--- src/rtl/mips_mc_controller_pkg.sv ---
// Shared encodings for the TinyMIPS multicycle controller: opcodes, function codes,
// ALU control codes, ALU operation classes and FSM states.
package mips_mc_controller_pkg;

    localparam logic [5:0] OP_RTYPE = 6'b000000;
    localparam logic [5:0] OP_J     = 6'b000010;
    localparam logic [5:0] OP_BEQ   = 6'b000100;
    localparam logic [5:0] OP_ADDI  = 6'b001000;
    localparam logic [5:0] OP_LB    = 6'b100000;
    localparam logic [5:0] OP_SB    = 6'b101000;

    localparam logic [5:0] FUNCT_ADD = 6'b100000;
    localparam logic [5:0] FUNCT_SUB = 6'b100010;
    localparam logic [5:0] FUNCT_AND = 6'b100100;
    localparam logic [5:0] FUNCT_OR  = 6'b100101;
    localparam logic [5:0] FUNCT_SLT = 6'b101010;

    localparam logic [2:0] ALUCONT_AND = 3'b000;
    localparam logic [2:0] ALUCONT_OR  = 3'b001;
    localparam logic [2:0] ALUCONT_ADD = 3'b010;
    localparam logic [2:0] ALUCONT_SUB = 3'b110;
    localparam logic [2:0] ALUCONT_SLT = 3'b111;

    typedef enum logic [1:0] {
        ALUOP_ADD   = 2'b00,
        ALUOP_SUB   = 2'b01,
        ALUOP_FUNCT = 2'b10
    } aluop_t;

    typedef enum logic [3:0] {
        FETCH1  = 4'd0,
        FETCH2  = 4'd1,
        FETCH3  = 4'd2,
        FETCH4  = 4'd3,
        DECODE  = 4'd4,
        MEMADR  = 4'd5,
        LBRD    = 4'd6,
        LBWR    = 4'd7,
        SBWR    = 4'd8,
        RTYPEEX = 4'd9,
        RTYPEWR = 4'd10,
        BEQEX   = 4'd11,
        JEX     = 4'd12,
        ADDIEX  = 4'd13,
        ADDIWR  = 4'd14
    } state_t;

    typedef struct packed {
        logic       memread;
        logic       memwrite;
        logic       alusrca;
        logic       memtoreg;
        logic       iord;
        logic       regwrite;
        logic       regdst;
        logic       pcwrite;
        logic       pcwritecond;
        logic [1:0] pcsource;
        logic [1:0] alusrcb;
        logic [3:0] irwrite;
        aluop_t     aluop;
    } ctrl_t;

endpackage

--- src/rtl/mips_mc_controller_alu_decoder.sv ---
// Combinational ALU control decode: maps the FSM's operation class and the
// instruction funct field onto the 3-bit ALU control code.
module mips_mc_controller_alu_decoder
    import mips_mc_controller_pkg::*;
(
    input  aluop_t     aluop,
    input  logic [5:0] funct,
    output logic [2:0] alucont
);

    // Unknown funct values fall back to add so the datapath never sees an undefined code.
    always_comb begin
        alucont = ALUCONT_ADD;
        case (aluop)
            ALUOP_ADD: alucont = ALUCONT_ADD;
            ALUOP_SUB: alucont = ALUCONT_SUB;
            ALUOP_FUNCT: begin
                case (funct)
                    FUNCT_ADD: alucont = ALUCONT_ADD;
                    FUNCT_SUB: alucont = ALUCONT_SUB;
                    FUNCT_AND: alucont = ALUCONT_AND;
                    FUNCT_OR:  alucont = ALUCONT_OR;
                    FUNCT_SLT: alucont = ALUCONT_SLT;
                    default:   alucont = ALUCONT_ADD;
                endcase
            end
            default: alucont = ALUCONT_ADD;
        endcase
    end

endmodule

--- src/rtl/mips_mc_controller.sv ---
// Multicycle Moore control FSM for the 8-bit TinyMIPS datapath: byte-wise fetch,
// decode, execute, memory access and writeback for lb/sb/R-type/beq/j/addi.
module mips_mc_controller
    import mips_mc_controller_pkg::*;
(
    input  logic       clk,
    input  logic       reset,
    input  logic [5:0] op,
    input  logic [5:0] funct,
    input  logic       zero,
    output logic       memread,
    output logic       memwrite,
    output logic       alusrca,
    output logic       memtoreg,
    output logic       iord,
    output logic       pcen,
    output logic       regwrite,
    output logic       regdst,
    output logic [1:0] pcsource,
    output logic [1:0] alusrcb,
    output logic [3:0] irwrite,
    output logic [2:0] alucont
);

    state_t     state_q, state_d;
    ctrl_t      ctrl;
    logic [2:0] alucont_raw;

    always_ff @(posedge clk) begin
        if (reset) state_q <= FETCH1;
        else       state_q <= state_d;
    end

    always_comb begin
        ctrl       = '0;
        ctrl.aluop = ALUOP_ADD;
        state_d    = FETCH1;
        case (state_q)
            FETCH1: begin
                ctrl.memread = 1'b1; ctrl.alusrcb = 2'b01; ctrl.pcwrite = 1'b1;
                ctrl.irwrite = 4'b0001; state_d = FETCH2;
            end
            FETCH2: begin
                ctrl.memread = 1'b1; ctrl.alusrcb = 2'b01; ctrl.pcwrite = 1'b1;
                ctrl.irwrite = 4'b0010; state_d = FETCH3;
            end
            FETCH3: begin
                ctrl.memread = 1'b1; ctrl.alusrcb = 2'b01; ctrl.pcwrite = 1'b1;
                ctrl.irwrite = 4'b0100; state_d = FETCH4;
            end
            FETCH4: begin
                ctrl.memread = 1'b1; ctrl.alusrcb = 2'b01; ctrl.pcwrite = 1'b1;
                ctrl.irwrite = 4'b1000; state_d = DECODE;
            end
            DECODE: begin
                ctrl.alusrcb = 2'b11;
                case (op)
                    OP_LB, OP_SB: state_d = MEMADR;
                    OP_RTYPE:     state_d = RTYPEEX;
                    OP_BEQ:       state_d = BEQEX;
                    OP_J:         state_d = JEX;
                    OP_ADDI:      state_d = ADDIEX;
                    default:      state_d = FETCH1;
                endcase
            end
            MEMADR: begin
                ctrl.alusrca = 1'b1; ctrl.alusrcb = 2'b10;
                if (op == OP_LB)      state_d = LBRD;
                else if (op == OP_SB) state_d = SBWR;
                else                  state_d = FETCH1;
            end
            LBRD: begin
                ctrl.memread = 1'b1; ctrl.iord = 1'b1; state_d = LBWR;
            end
            LBWR: begin
                ctrl.regwrite = 1'b1; ctrl.memtoreg = 1'b1;
            end
            SBWR: begin
                ctrl.memwrite = 1'b1; ctrl.iord = 1'b1;
            end
            RTYPEEX: begin
                ctrl.alusrca = 1'b1; ctrl.aluop = ALUOP_FUNCT; state_d = RTYPEWR;
            end
            RTYPEWR: begin
                ctrl.regdst = 1'b1; ctrl.regwrite = 1'b1;
            end
            BEQEX: begin
                ctrl.alusrca = 1'b1; ctrl.aluop = ALUOP_SUB;
                ctrl.pcsource = 2'b01; ctrl.pcwritecond = 1'b1;
            end
            JEX: begin
                ctrl.pcsource = 2'b10; ctrl.pcwrite = 1'b1;
            end
            ADDIEX: begin
                ctrl.alusrca = 1'b1; ctrl.alusrcb = 2'b10; state_d = ADDIWR;
            end
            ADDIWR: begin
                ctrl.regwrite = 1'b1;
            end
            default: state_d = FETCH1;
        endcase
    end

    mips_mc_controller_alu_decoder u_alu_decoder (
        .aluop   (ctrl.aluop),
        .funct   (funct),
        .alucont (alucont_raw)
    );

    // Reset masks every strobe so an aborted instruction cannot write on the reset cycle.
    assign memread  = ctrl.memread  & ~reset;
    assign memwrite = ctrl.memwrite & ~reset;
    assign alusrca  = ctrl.alusrca  & ~reset;
    assign memtoreg = ctrl.memtoreg & ~reset;
    assign iord     = ctrl.iord     & ~reset;
    assign regwrite = ctrl.regwrite & ~reset;
    assign regdst   = ctrl.regdst   & ~reset;
    assign pcsource = reset ? 2'b00   : ctrl.pcsource;
    assign alusrcb  = reset ? 2'b00   : ctrl.alusrcb;
    assign irwrite  = reset ? 4'b0000 : ctrl.irwrite;
    assign alucont  = reset ? 3'b000  : alucont_raw;
    assign pcen     = ~reset & (ctrl.pcwrite | (ctrl.pcwritecond & zero));

endmodule

--- config.mk ---
export PLATFORM = sky130hd
export DESIGN_NAME = mips_mc_controller
export DESIGN_NICKNAME = d
export VERILOG_FILES = /design/src/rtl/mips_mc_controller_pkg.sv /design/src/rtl/mips_mc_controller_alu_decoder.sv /design/src/rtl/mips_mc_controller.sv
export SDC_FILE = /design/constraint.sdc
export NUM_CORES = 1
export LEC_CHECK = 0
export CORE_MARGIN = 2
export CORE_UTILIZATION = 38
export DETAILED_ROUTE_END_ITERATION = 7
export PLACE_DENSITY = 0.78
export SLEW_MARGIN = 20
export SYNTH_ARGS = -nofsm -noshare
export SYNTH_HDL_FRONTEND = slang
export SYNTH_SLANG_ARGS = --single-unit
--- constraint.sdc ---
create_clock -name clk -period 2 [get_ports clk]
set_input_delay 0.4 -clock clk [delete_from_list [all_inputs] [get_ports clk]]
set_output_delay 0.4 -clock clk [all_outputs]
set_load 0.02 [all_outputs]
# Word-level counts from Yosys, hierarchy flattened
# Index checks and enable logic that the tools add are counted.
op_classes:
  eq_ne: 25
  mux: 23
  n_bitwise: 11
  reduce_logical: 10
ops:
  columns: ["op", "count"]
  rows:
  - ["equality test 6 bit (second input constant)", 6]
  - ["case mux 4 bit (9 select lines)", 1]
  - ["equality test 4 bit (second input constant)", 7]
  - ["case mux 4 bit (5 select lines)", 1]
  - ["equality test 4 x 3 -> 1 bit (second input constant)", 4]
  - ["case mux 4 bit (4 select lines)", 1]
  - ["2-to-1 mux 4 bit", 3]
  - ["case mux 3 bit (4 select lines)", 1]
  - ["OR reduction 5 bit", 2]
  - ["AND 1 bit", 9]
  - ["2-to-1 mux 1 bit", 9]
  - ["equality test 4 x 2 -> 1 bit (second input constant)", 2]
  - ["case mux 2 bit (2 select lines)", 2]
  - ["OR reduction 4 bit", 2]
  - ["equality test 6 x 2 -> 1 bit (second input constant)", 1]
  - ["equality test 6 x 3 -> 1 bit (second input constant)", 1]
  - ["equality test 6 x 4 -> 1 bit (second input constant)", 1]
  - ["logical NOT 6 bit", 1]
  - ["case mux 2 bit (3 select lines)", 1]
  - ["case mux 3 bit (2 select lines)", 1]
  - ["OR reduction 2 bit", 3]
  - ["equality test 4 x 1 -> 1 bit (second input constant)", 1]
  - ["logical NOT 4 bit", 1]
  - ["2-to-1 mux 2 bit", 2]
  - ["other kinds (6)", 6]
word_totals:
  ff_bits: 4
  word_cells: 70

# Depth between registers and ports, before layout
# Gate-level depths: netlist of the first run.
depth:
  ltp_word: 5
  mapped_depth: 7

# Hierarchy
# From an unflattened synthesis of the first run, not the netlist that was laid out.
hier_totals:
  hier_cells: 97
  hier_area_um2: 633.1
modules_own_cells:
  columns: ["module", "instances", "cells_per_inst", "area_each_um2"]
  rows:
  - ["mips_mc_controller", 1, 82, 514.2]
  - ["mips_mc_controller_alu_decoder", 1, 15, 118.9]

# Worst setup path before layout of the first run
# OpenSTA, ideal clock, no wires.
synth_path:
  path_kind: "reg2out"
  startpoint: "register state_q[1]"
  endpoint: "output port alucont[0]"
  arrival_time_ps: 1926
  path_slack_ps: -326
  stages_incl_launch_ff: 6
  n_path_buf: 1
  cell_sequence: "dfxtp_1 -> buf_2 -> nand2b_1 -> or2_1 -> ha_1 -> nor4_1"
synth_between:
  elab_chain_len: 5
  word_cells_on_any_way: 7
  cone_classes: "4 x eq/ne; 3 x mux"
synth_rtl:
  columns: ["element", "line_no", "text"]
  rows:
  - ["from (decl)", "mips_mc_controller.sv:25", "state_t state_q, state_d;"]
  - ["from (signal assigned)", "mips_mc_controller.sv:31", "else state_q <= state_d;"]
  - ["equality test 4 bit", "mips_mc_controller.sv:38", "case (state_q)"]
  - ["case mux 2 bit (2 select lines) *", "mips_mc_controller.sv:38", null]
  - ["equality test 2 bit or equality test 2 x 1 -> 1 bit (tied branches)", "mips_mc_controller_alu_decoder.sv:14", "case (aluop)"]
  - ["case mux 3 bit (2 select lines) *", "mips_mc_controller_alu_decoder.sv:14", null]
  - ["2-to-1 mux 3 bit *", "mips_mc_controller.sv:121", "assign alucont = reset ? 3'b000 : alucont_raw;"]
  - ["to (decl)", "mips_mc_controller.sv:22", "output logic [2:0] alucont"]
# Every way passes the cells marked *; elsewhere a longest branch is shown, timed or not.

# Worst setup path in the final report of the first run
layout_path:
  startpoint: "register state_q[1]"
  endpoint: "output port alucont[2]"
# The elaborated chain is that of the path after synthesis.

==> flow_summary_export.csv, run 1 <==
group,metric,value,unit
drt,drc_errors,0,
timing,fmax,484,MHz
logic_synthesis,synthCells,94,
clocking,cts_hold_buf,0,
setup_path,rrSetupSlack,600,ps
timing,setup_tns,-193,ps
grt,grt_antenna_before_repair,0,
power_and_ir_drop,peakVddDrop,0.000286,V
drt,totalWireLength,2190,um
drt,dr_total_vias,860,
logic_synthesis,synthArstFlopShare,0,%
grt,grt_pass1_wl,3540,um
finish,syn_to_final_growth,81.0,%
timing,rsz0062_at_grt,"yes",
logic_synthesis,synth_top_area_cell,"dfxtp_1",
setup_path,reg2reg_to,"state_q[2]",
clocking,insertion_delay,250,ps
logic_synthesis,synth_nets,111,
finish,multi_input_area,564,sq um
setup_path,path_class,"flop to primary output",
drt,firstDrtPassIters,4,
grt,grt_max_degree,16,
timing,fin_crit,2070,ps
timing,hold_viol_final,0,
clocking,htreeDepth,1,
timing,hold_ws,648,ps
die,start_util,41.0,%
finish,final_util,74.1,%
finish,diodes,0,
die,ios,34,
drt,drtIter0Drc,6,
setup_path,reg2reg_from,"state_q[3]",
clocking,numCtsBuffers,3,
grt,overflow,0,
timing,slew_headroom,80.8,%
setup_path,cp.arrival,1670,ps
logic_synthesis,yosys-top-cells-count,"nor2_1, nor3_1, a21oi_1",
run_status,violations,"negative setup slack",
logic_synthesis,ys_seq_elements,4,
logic_synthesis,post_synth_num_cell_types,34,
finish,seq_area,85.1,sq um
die,core_area,1520,sq um
finish,top_register,"state_q",
logic_synthesis,syn-mean-instance-area,6.64,sq um
logic_synthesis,post-synth-top-count-cell,"nor2_1",
logic_synthesis,synth_flop_cell,"dfxtp_1",
worst_hold_path,min_from,"state_q[0]",
timing,clock_skew,12.7,ps
die,fp.dieW,44.5,um
run_status,outcome,"finished with violations",
finish,nets,158,
clocking,root_buffer,"clkbuf_4",
worst_hold_path,whs_endpoint,"state_q[0]",
clocking,cts.sinks,4,
setup_path,path_max_fanout,4,
drt,final_antenna_net_count,0,
power_and_ir_drop,p_leak,0.472,nW
placed_design,dpl.hpwl,1580,um
logic_synthesis,seq_area_frac_synth,12.8,%
finish,largestRegisters,"state_q (4)",
grt,grt_pass1_vias,821,
logic_synthesis,synthTopCellsByArea,"dfxtp_1, nor3_1, a21oi_1, nor2_1, nand2b_1",
drt,viasPerCell,5.55,
clocking,path_clk_slew,50,ps
timing,worst_slack,-68.2,ps
placed_design,gp_congestion,0.772,
clocking,cts_tree,"yes",
timing,final_max_slew_viol_count,0,
timing,worst_pin_slew,287,ps
drt,wl_per_cell,14.1,um
logic_synthesis,yosys_warnings,0,
finish,fillCellCount,132,
placed_design,dp_slack,-567,ps
die,die_height,44.5,um
finish,largest_register_ffs,4,
logic_synthesis,synth_top_cell_area_share,12.8,%
setup_path,cp.required,1600,ps
worst_hold_path,hold_class,"flop to flop",
setup_path,worstSetupStartpointType,"flop",
grt,track_usage,23.8,%
power_and_ir_drop,powerDensity,313,nW/um^2
logic_synthesis,syn_area,624,sq um
setup_path,end_kind,"primary output",
worst_hold_path,whs_path_depth,2,
die,die-area,1980,sq um
timing,timing.final.crit_share,103,%
job,max-cap-violations,0,
clocking,clock_path_buffers,2,
setup_path,r2r_cells,4,
power_and_ir_drop,total_power,0.353,mW
finish,drive_gt1_share,33.8,%
timing,setup_viol,3,
die,row_count,14,
logic_synthesis,synth-edff-count,0,
placed_design,io_buffer_count,33,
-- layout make-up --
| class | instances | share of cell area, % |
|---|---|---|
| clock buffer | 3 | 1.99 |
| sequential | 4 | 7.53 |
| timing repair buffer | 50 | 37.2 |
| tap | 16 | 1.77 |
| inverter | 4 | 1.55 |
| multi-input combinational | 78 | 49.9 |
-- per-layer routing --
metal  track usage [%]  up-vias  routed length, um
met2              48.4       26               1190
met4              2.42        0                  0
li1                  -      439                  -
met5                 0        -                  0
met3              5.71        0                127
met1              24.4      395                875
-- kinds of logic after synthesis --
family	synth area share (%)
buf+inv	8.62
compound gates	23.4
fa+ha+maj	4.01
flops	12.8
simple gates	49.7
xor+xnor	1.40
-- how the worst max path moves through the flow --
| stage | startpoint | end | slack (ps) | depth (start not counted) |
|---|---|---|---|---|
| after global placement | funct[1] | alucont[0] | -450 | 5 |
| final | state_q[1] | alucont[2] | -70 | 7 |
| after CTS | state_q[2] | alucont[0] | -60 | 6 |
| after floorplan | state_q[1] | alucont[2] | -120 | 5 |
| after global routing | state_q[1] | alucont[1] | -110 | 6 |
| after detailed placement | funct[1] | alucont[0] | -570 | 5 |
-- timing repair --
action | in CTS | in global routing
gates cloned | 0 | 0
resized for setup | 56 | 11
pin swaps | 4 | 2
buffers inserted | 2 | 0
endpoints found under the setup margin | 19 | 10
-- worst max-delay path: stages, from the launching register on --
cell	delay (ps)
dfxtp_2	330
nand2b_4	140
or2_4	270
inv_2	70
ha_4	150
a41oi_2	120
nor3_1	150
buf_2	190
-- cell usage in the layout, fill, tap and decap left out, types with 2 or more instances in the layout --
cell type and n:
nand2b_1 5, a21oi_1 9, nor3b_2 2, dlygate4sd2_1 11, nor2b_1 2, o22ai_1 2, clkdlybuf4s50_1 13, ha_4 2
buf_4 18, clkdlybuf4s15_2 2, clkbuf_4 3, inv_1 2, nand3b_1 2, nor3_1 11, nor2_1 12, and2_1 2
dfxtp_1 2, a41oi_1 2, nand2b_4 2, nand3_1 3, clkbuf_2 3, buf_2 2, or2_4 3
-- stage by stage --
step	cell area (sq um)	std cells
floorplan	631	94
global placement	1050	150
detailed placement	1050	150
CTS	1130	155
global route	1130	155
finish	1130	155
-- power breakdown --
part | internal (mW) | switching, mW
combinational | 0.0775 | 0.0776
sequential | 0.0849 | 0.00528
clock | 0.0676 | 0.0405
total | 0.230 | 0.123
No activity file was read; power rests on OpenSTA's default activity.
==> run 2, diff against run 1 <==
--- a/config.mk
+++ b/config.mk
@@ -5,7 +5,6 @@
 export SDC_FILE = /design/constraint.sdc
 export NUM_CORES = 1
 export LEC_CHECK = 0
-export CORE_MARGIN = 2
 export CORE_UTILIZATION = 38
 export DETAILED_ROUTE_END_ITERATION = 7
 export PLACE_DENSITY = 0.78
==> run 2 against run 1 <==
  * The run still ends with negative setup slack left
  * Sequential share of layout area barely moved
  * Combinational power rose by 5%
  * Critical endpoint is now alucont[0]
  * Hold slack improved by 31 ps
  * Count of clock-buffer cells in the layout did not move
  * Sequential power barely moved
  * Final area rose by 0.11%
  * Register-to-register slack got worse by 40 ps
  * Largest cell class unchanged
  * Critical path type is now input pin to primary output
==> flow_summary_export.csv, run 2 (synthesis results as in run 1) <==
group,metric,value,unit
timing,hold_viol_final,0,
drt,dr_total_vias,894,
placed_design,io_buffer_count,33,
clocking,numCtsBuffers,3,
clocking,cts.sinks,4,
clocking,insertion_delay,240,ps
placed_design,gp_congestion,0.776,
worst_hold_path,hold_class,"flop to flop",
setup_path,cp.arrival,1680,ps
finish,nets,157,
finish,syn_to_final_growth,81.2,%
clocking,htreeDepth,1,
placed_design,placed_cells,150,
die,die-area,1810,sq um
finish,final_cell_mix,"buf_4, nor2_1, clkdlybuf4s50_1",
timing,setup_tns,-182,ps
grt,grt_pass1_vias,852,
setup_path,path_max_fanout,2,
power_and_ir_drop,powerDensity,312,nW/um^2
setup_path,end_kind,"primary output",
power_and_ir_drop,peakVddDrop,0.000400,V
finish,postLayoutCellArea,1130,sq um
timing,timing.final.crit_share,104,%
finish,layout.cells.non_filler,154,
die,start_util,41.0,%
setup_path,path_class,"input pin to primary output",
finish,final_common_cell,"buf_4",
finish,largestRegisters,"state_q (4)",
finish,diodes,0,
finish,largest_register_ffs,4,
finish,fillCellCount,131,
placed_design,dpl.hpwl,1600,um
grt,track_usage,26.6,%
drt,viasPerCell,5.81,
finish,drive_gt1_share,38.4,%
timing,final_max_slew_viol_count,0,
drt,totalWireLength,2280,um
clocking,clock_path_buffers,2,
finish,final_util,74.2,%
setup_path,worstSetupStartpointType,"input pin",
placed_design,dp_slack,-551,ps
drt,final_antenna_net_count,0,
die,ios,34,
clocking,root_buffer,"clkbuf_4",
timing,clock_skew,2.86,ps
clocking,path_clk_slew,40,ps
clocking,cts_tree,"yes",
die,fp.dieW,42.5,um
timing,fin_crit,2080,ps
power_and_ir_drop,p_leak,0.477,nW
grt,grt_pass1_wl,3730,um
die,die_height,42.5,um
drt,firstDrtPassIters,4,
die,core_area,1520,sq um
grt,overflow,0,
grt,grt_max_degree,16,
run_status,outcome,"finished with violations",
finish,top_register,"state_q",
drt,drtIter0Drc,11,
timing,worst_pin_slew,305,ps
drt,wl_per_cell,14.8,um
timing,setup_viol,3,
placed_design,place_area,1050,sq um
setup_path,cp.required,1600,ps
timing,worst_slack,-79.8,ps
die,row_count,14,
timing,rsz0062_at_grt,"yes",
timing,fmax,481,MHz
timing,slew_headroom,79.7,%
grt,grt_antenna_before_repair,0,
job,max-cap-violations,0,
drt,drc_errors,0,
run_status,violations,"negative setup slack",
-- run 2: cell types whose count changed in the layout (fill, tap and decap cells not counted), sizes merged --
cell / delta
dlymetal6s2s: +1
clkdlybuf4s50: -1
dlygate4sd2: -5
clkbuf: +3
buf: +1
-- run 2: final timing paths --
path | slack (ps) | endpoint | startpoint | cells after the start
max reg2reg | 560 | state_q[2] | state_q[3] | 4
min | 680 | state_q[0] | state_q[0] | 2
max | -80 | alucont[0] | funct[0] | 5
min reg2reg | 680 | state_q[0] | state_q[0] | 2
-- run 2: metal layers --
metal / share of wire (%) / global-route usage, % / vias to the layer above
li1: - / - / 432
met1: 38 / 29.8 / 409
met2: 54 / 50.5 / 41
met3: 5.0 / 4.31 / 12
met4: 2.5 / 7.50 / 0
met5: 0 / 0 / -
-- run 2: power breakdown --
group | internal, mW | leakage, nW | total (mW) | switching [mW]
clock | 0.0671 | 0.0138 | 0.101 | 0.0334
combinational | 0.0796 | 0.430 | 0.162 | 0.0821
sequential | 0.0850 | 0.0336 | 0.0903 | 0.00523
total | 0.232 | 0.477 | 0.353 | 0.121
-- run 2: critical path, stage by stage --
cell             delay [ps]
clkdlybuf4s50_1         450
nor3b_2                 270
a32oi_1                 130
nor4_4                  240
buf_4                   180
-- run 2: cell type report --
| class | instances | area [sq um] | share of cell area [%] |
|---|---|---|---|
| clock buffers | 3 | 22.5 | 1.99 |
| inverters | 4 | 20.0 | 1.77 |
| flip-flops and latches | 4 | 85.1 | 7.52 |
| multi-input cells | 78 | 588 | 52.0 |
| repair buffers | 49 | 395 | 35.0 |
| well taps | 16 | 20.0 | 1.77 |
-- run 2: stage by stage --
stage                     power (mW)  hold WS (ps)
after CTS                      0.347           660
after global routing           0.373           702
final                          0.353           679
after floorplan                0.162           638
after global placement         0.240           622
after detailed placement       0.244           634
-- run 2: repair_timing --
action,in CTS,in global routing
hold buffers,0,0
setup endpoints to repair,19,8
hold endpoints to repair,0,0
setup buffers,0,1
gates resized for setup,61,25
pin swaps,4,3
==> run 3, diff against run 2 <==
--- a/config.mk
+++ b/config.mk
@@ -5,9 +5,13 @@
 export SDC_FILE = /design/constraint.sdc
 export NUM_CORES = 1
 export LEC_CHECK = 0
-export CORE_UTILIZATION = 38
+export CELL_PAD_IN_SITES_DETAIL_PLACEMENT = 1
+export CELL_PAD_IN_SITES_GLOBAL_PLACEMENT = 2
+export CORE_UTILIZATION = 18
 export DETAILED_ROUTE_END_ITERATION = 7
-export PLACE_DENSITY = 0.78
+export PLACE_DENSITY = 0.75
+export REMOVE_ABC_BUFFERS = 1
+export SKIP_LAST_GASP = 1
 export SLEW_MARGIN = 20
 export SYNTH_ARGS = -nofsm -noshare
 export SYNTH_HDL_FRONTEND = slang
==> run 3 against run 2 <==
  * The flow still finishes with violations (negative setup slack)
  * Sequential power is essentially flat
  * Count of clock-buffer cells in the layout did not move
  * Hold slack worse by 31 ps
  * Clock skew shrank 1.2 ps
  * Wire length increased by 8.1%
  * Non-clock buffer count increased by 3
  * Critical path depth rose by 2
  * Global-route usage is 12 points lower
  * Worst setup slack better by 39 ps
  * Largest cell class unchanged
  * Largest power group unchanged
==> flow_summary_export.csv, run 3 (synthesis results as in run 1) <==
group,metric,value,unit
run_status,outcome,"finished with violations",
run_status,violations,"negative setup slack",
drt,wl_per_cell,13.2,um
setup_path,cp.required,1600,ps
grt,grt_pass1_vias,861,
setup_path,path_cells,"nand2b_4 > or2_4 > inv_4 > ha_4 > a41oi_2 > nor3_2 > buf_4",
clocking,cts.sinks,4,
die,die_height,60.9,um
drt,drtIter0Drc,5,
drt,final_antenna_net_count,0,
placed_design,dpl.hpwl,1910,um
power_and_ir_drop,peakVddDrop,0.0000838,V
clocking,htreeDepth,1,
drt,top_layer,"met4",
timing,worst_pin_slew,302,ps
setup_path,startpoint,"state_q[2]",
finish,postLayoutCellArea,1180,sq um
grt,track_usage,14.1,%
setup_path,endpoint,"alucont[2]",
finish,fillCellCount,432,
setup_path,reg2reg_from,"state_q[3]",
finish,syn_to_final_growth,89.0,%
setup_path,path_max_fanout,4,
placed_design,gp_congestion,0.726,
drt,drc_errors,0,
die,row_count,21,
setup_path,end_kind,"primary output",
die,ios,34,
placed_design,io_buffer_count,33,
job,max-cap-violations,0,
timing,fin_crit,2040,ps
timing,rsz0062_at_grt,"yes",
power_and_ir_drop,p_leak,0.476,nW
finish,final_cell_mix,"buf_4, clkdlybuf4s50_1, nor2_1",
die,start_util,18.7,%
setup_path,critical_path.max_stage_delay,300,ps
drt,totalWireLength,2460,um
timing,worst_slack,-40.8,ps
setup_path,reg2reg_to,"state_q[2]",
clocking,numCtsBuffers,3,
drt,wl_met3,101,um
worst_hold_path,hold_class,"flop to flop",
timing,timing.final.crit_share,102,%
setup_path,r2r_cells,5,
grt,overflow,0,
finish,drive_gt1_share,36.9,%
timing,final_max_slew_viol_count,0,
grt,grt_pass1_wl,3830,um
die,die-area,3710,sq um
setup_path,rrSetupSlack,550,ps
timing,hold_viol_final,0,
drt,dr_total_vias,892,
timing,clock_skew,1.66,ps
finish,top_register,"state_q",
drt,viasPerCell,4.77,
timing,setup_viol,3,
die,fp.dieW,60.9,um
finish,largest_register_ffs,4,
finish,diodes,0,
placed_design,place_area,1110,sq um
drt,wl_met2,1340,um
power_and_ir_drop,total_power,0.355,mW
drt,wl_met1,1010,um
clocking,cts_tree,"yes",
setup_path,slowest_stage,"dfxtp_1",
die,core_area,3340,sq um
setup_path,cp.arrival,1640,ps
timing,slew_headroom,79.6,%
clocking,insertion_delay,240,ps
timing,setup_tns,-102,ps
power_and_ir_drop,powerDensity,301,nW/um^2
clocking,path_clk_slew,40,ps
drt,firstDrtPassIters,4,
grt,grt_antenna_before_repair,0,
finish,nets,160,
grt,grt_max_degree,16,
timing,fmax,490,MHz
finish,seq_area,86.3,sq um
clocking,clock_path_buffers,2,
setup_path,path_class,"flop to primary output",
placed_design,dp_slack,-556,ps
finish,final_common_cell,"buf_4",
finish,multi_input_area,569,sq um
clocking,root_buffer,"clkbuf_4",
clocking,cts_hold_buf,0,
setup_path,worstSetupStartpointType,"flop",
finish,largestRegisters,"state_q (4)",
## run 3: what timing repair did
action                                  in CTS  in global routing
endpoints found under the setup margin      19                 14
pin swaps                                    0                  5
gates resized for setup                     39                 39
setup buffers                                0                  1
## run 3: how the worst min path moves through the flow
stage | start | end | slack, ps | depth (start not counted)
after detailed placement | state_q[3] | state_q[0] | 650 | 2
final | state_q[0] | state_q[0] | 650 | 2
after global routing | state_q[0] | state_q[0] | 690 | 2
after floorplan | reset | state_q[0] | 480 | 1
after CTS | state_q[3] | state_q[0] | 660 | 2
after global placement | state_q[3] | state_q[0] | 630 | 2
## run 3: final cells by class
type / count / area share (%)
multi-input cells: 78 / 48.3
repair buffers: 52 / 36.2
flip-flops and latches: 4 / 7.32
well taps: 46 / 4.88
clock buffers: 3 / 1.91
inverters: 4 / 1.48
## run 3: report_power, final
part	internal, mW	leakage, nW	total (mW)	switching [mW]
clock	0.0674	0.0138	0.105	0.0377
combinational	0.0799	0.428	0.159	0.0793
sequential	0.0850	0.0342	0.0905	0.00544
total	0.232	0.476	0.355	0.122
## run 3: worst max-delay path: cells and delay by family, from the launching register on
family	cells	cell delay [ps]
fa+ha+maj	1	140
buf+inv	2	220
flops	1	300
simple gates	3	620
compound gates	1	110
## run 3: per-stage QoR
| step | hold slack (ps) | cells | util (%) |
|---|---|---|---|
| finish | 648 | 187 | 35.4 |
| CTS | 658 | 186 | 33.7 |
| global route | 689 | 187 | 35.4 |
| detailed placement | 654 | 183 | 33.2 |
| floorplan | 477 | 86 | - |
| global placement | 634 | 183 | 33.2 |
## run 3: routing by layer
metal	vias up	track usage, %
li1	439	-
met1	428	14.2
met2	23	27.6
met3	2	2.99
met4	0	5.84
met5	-	0
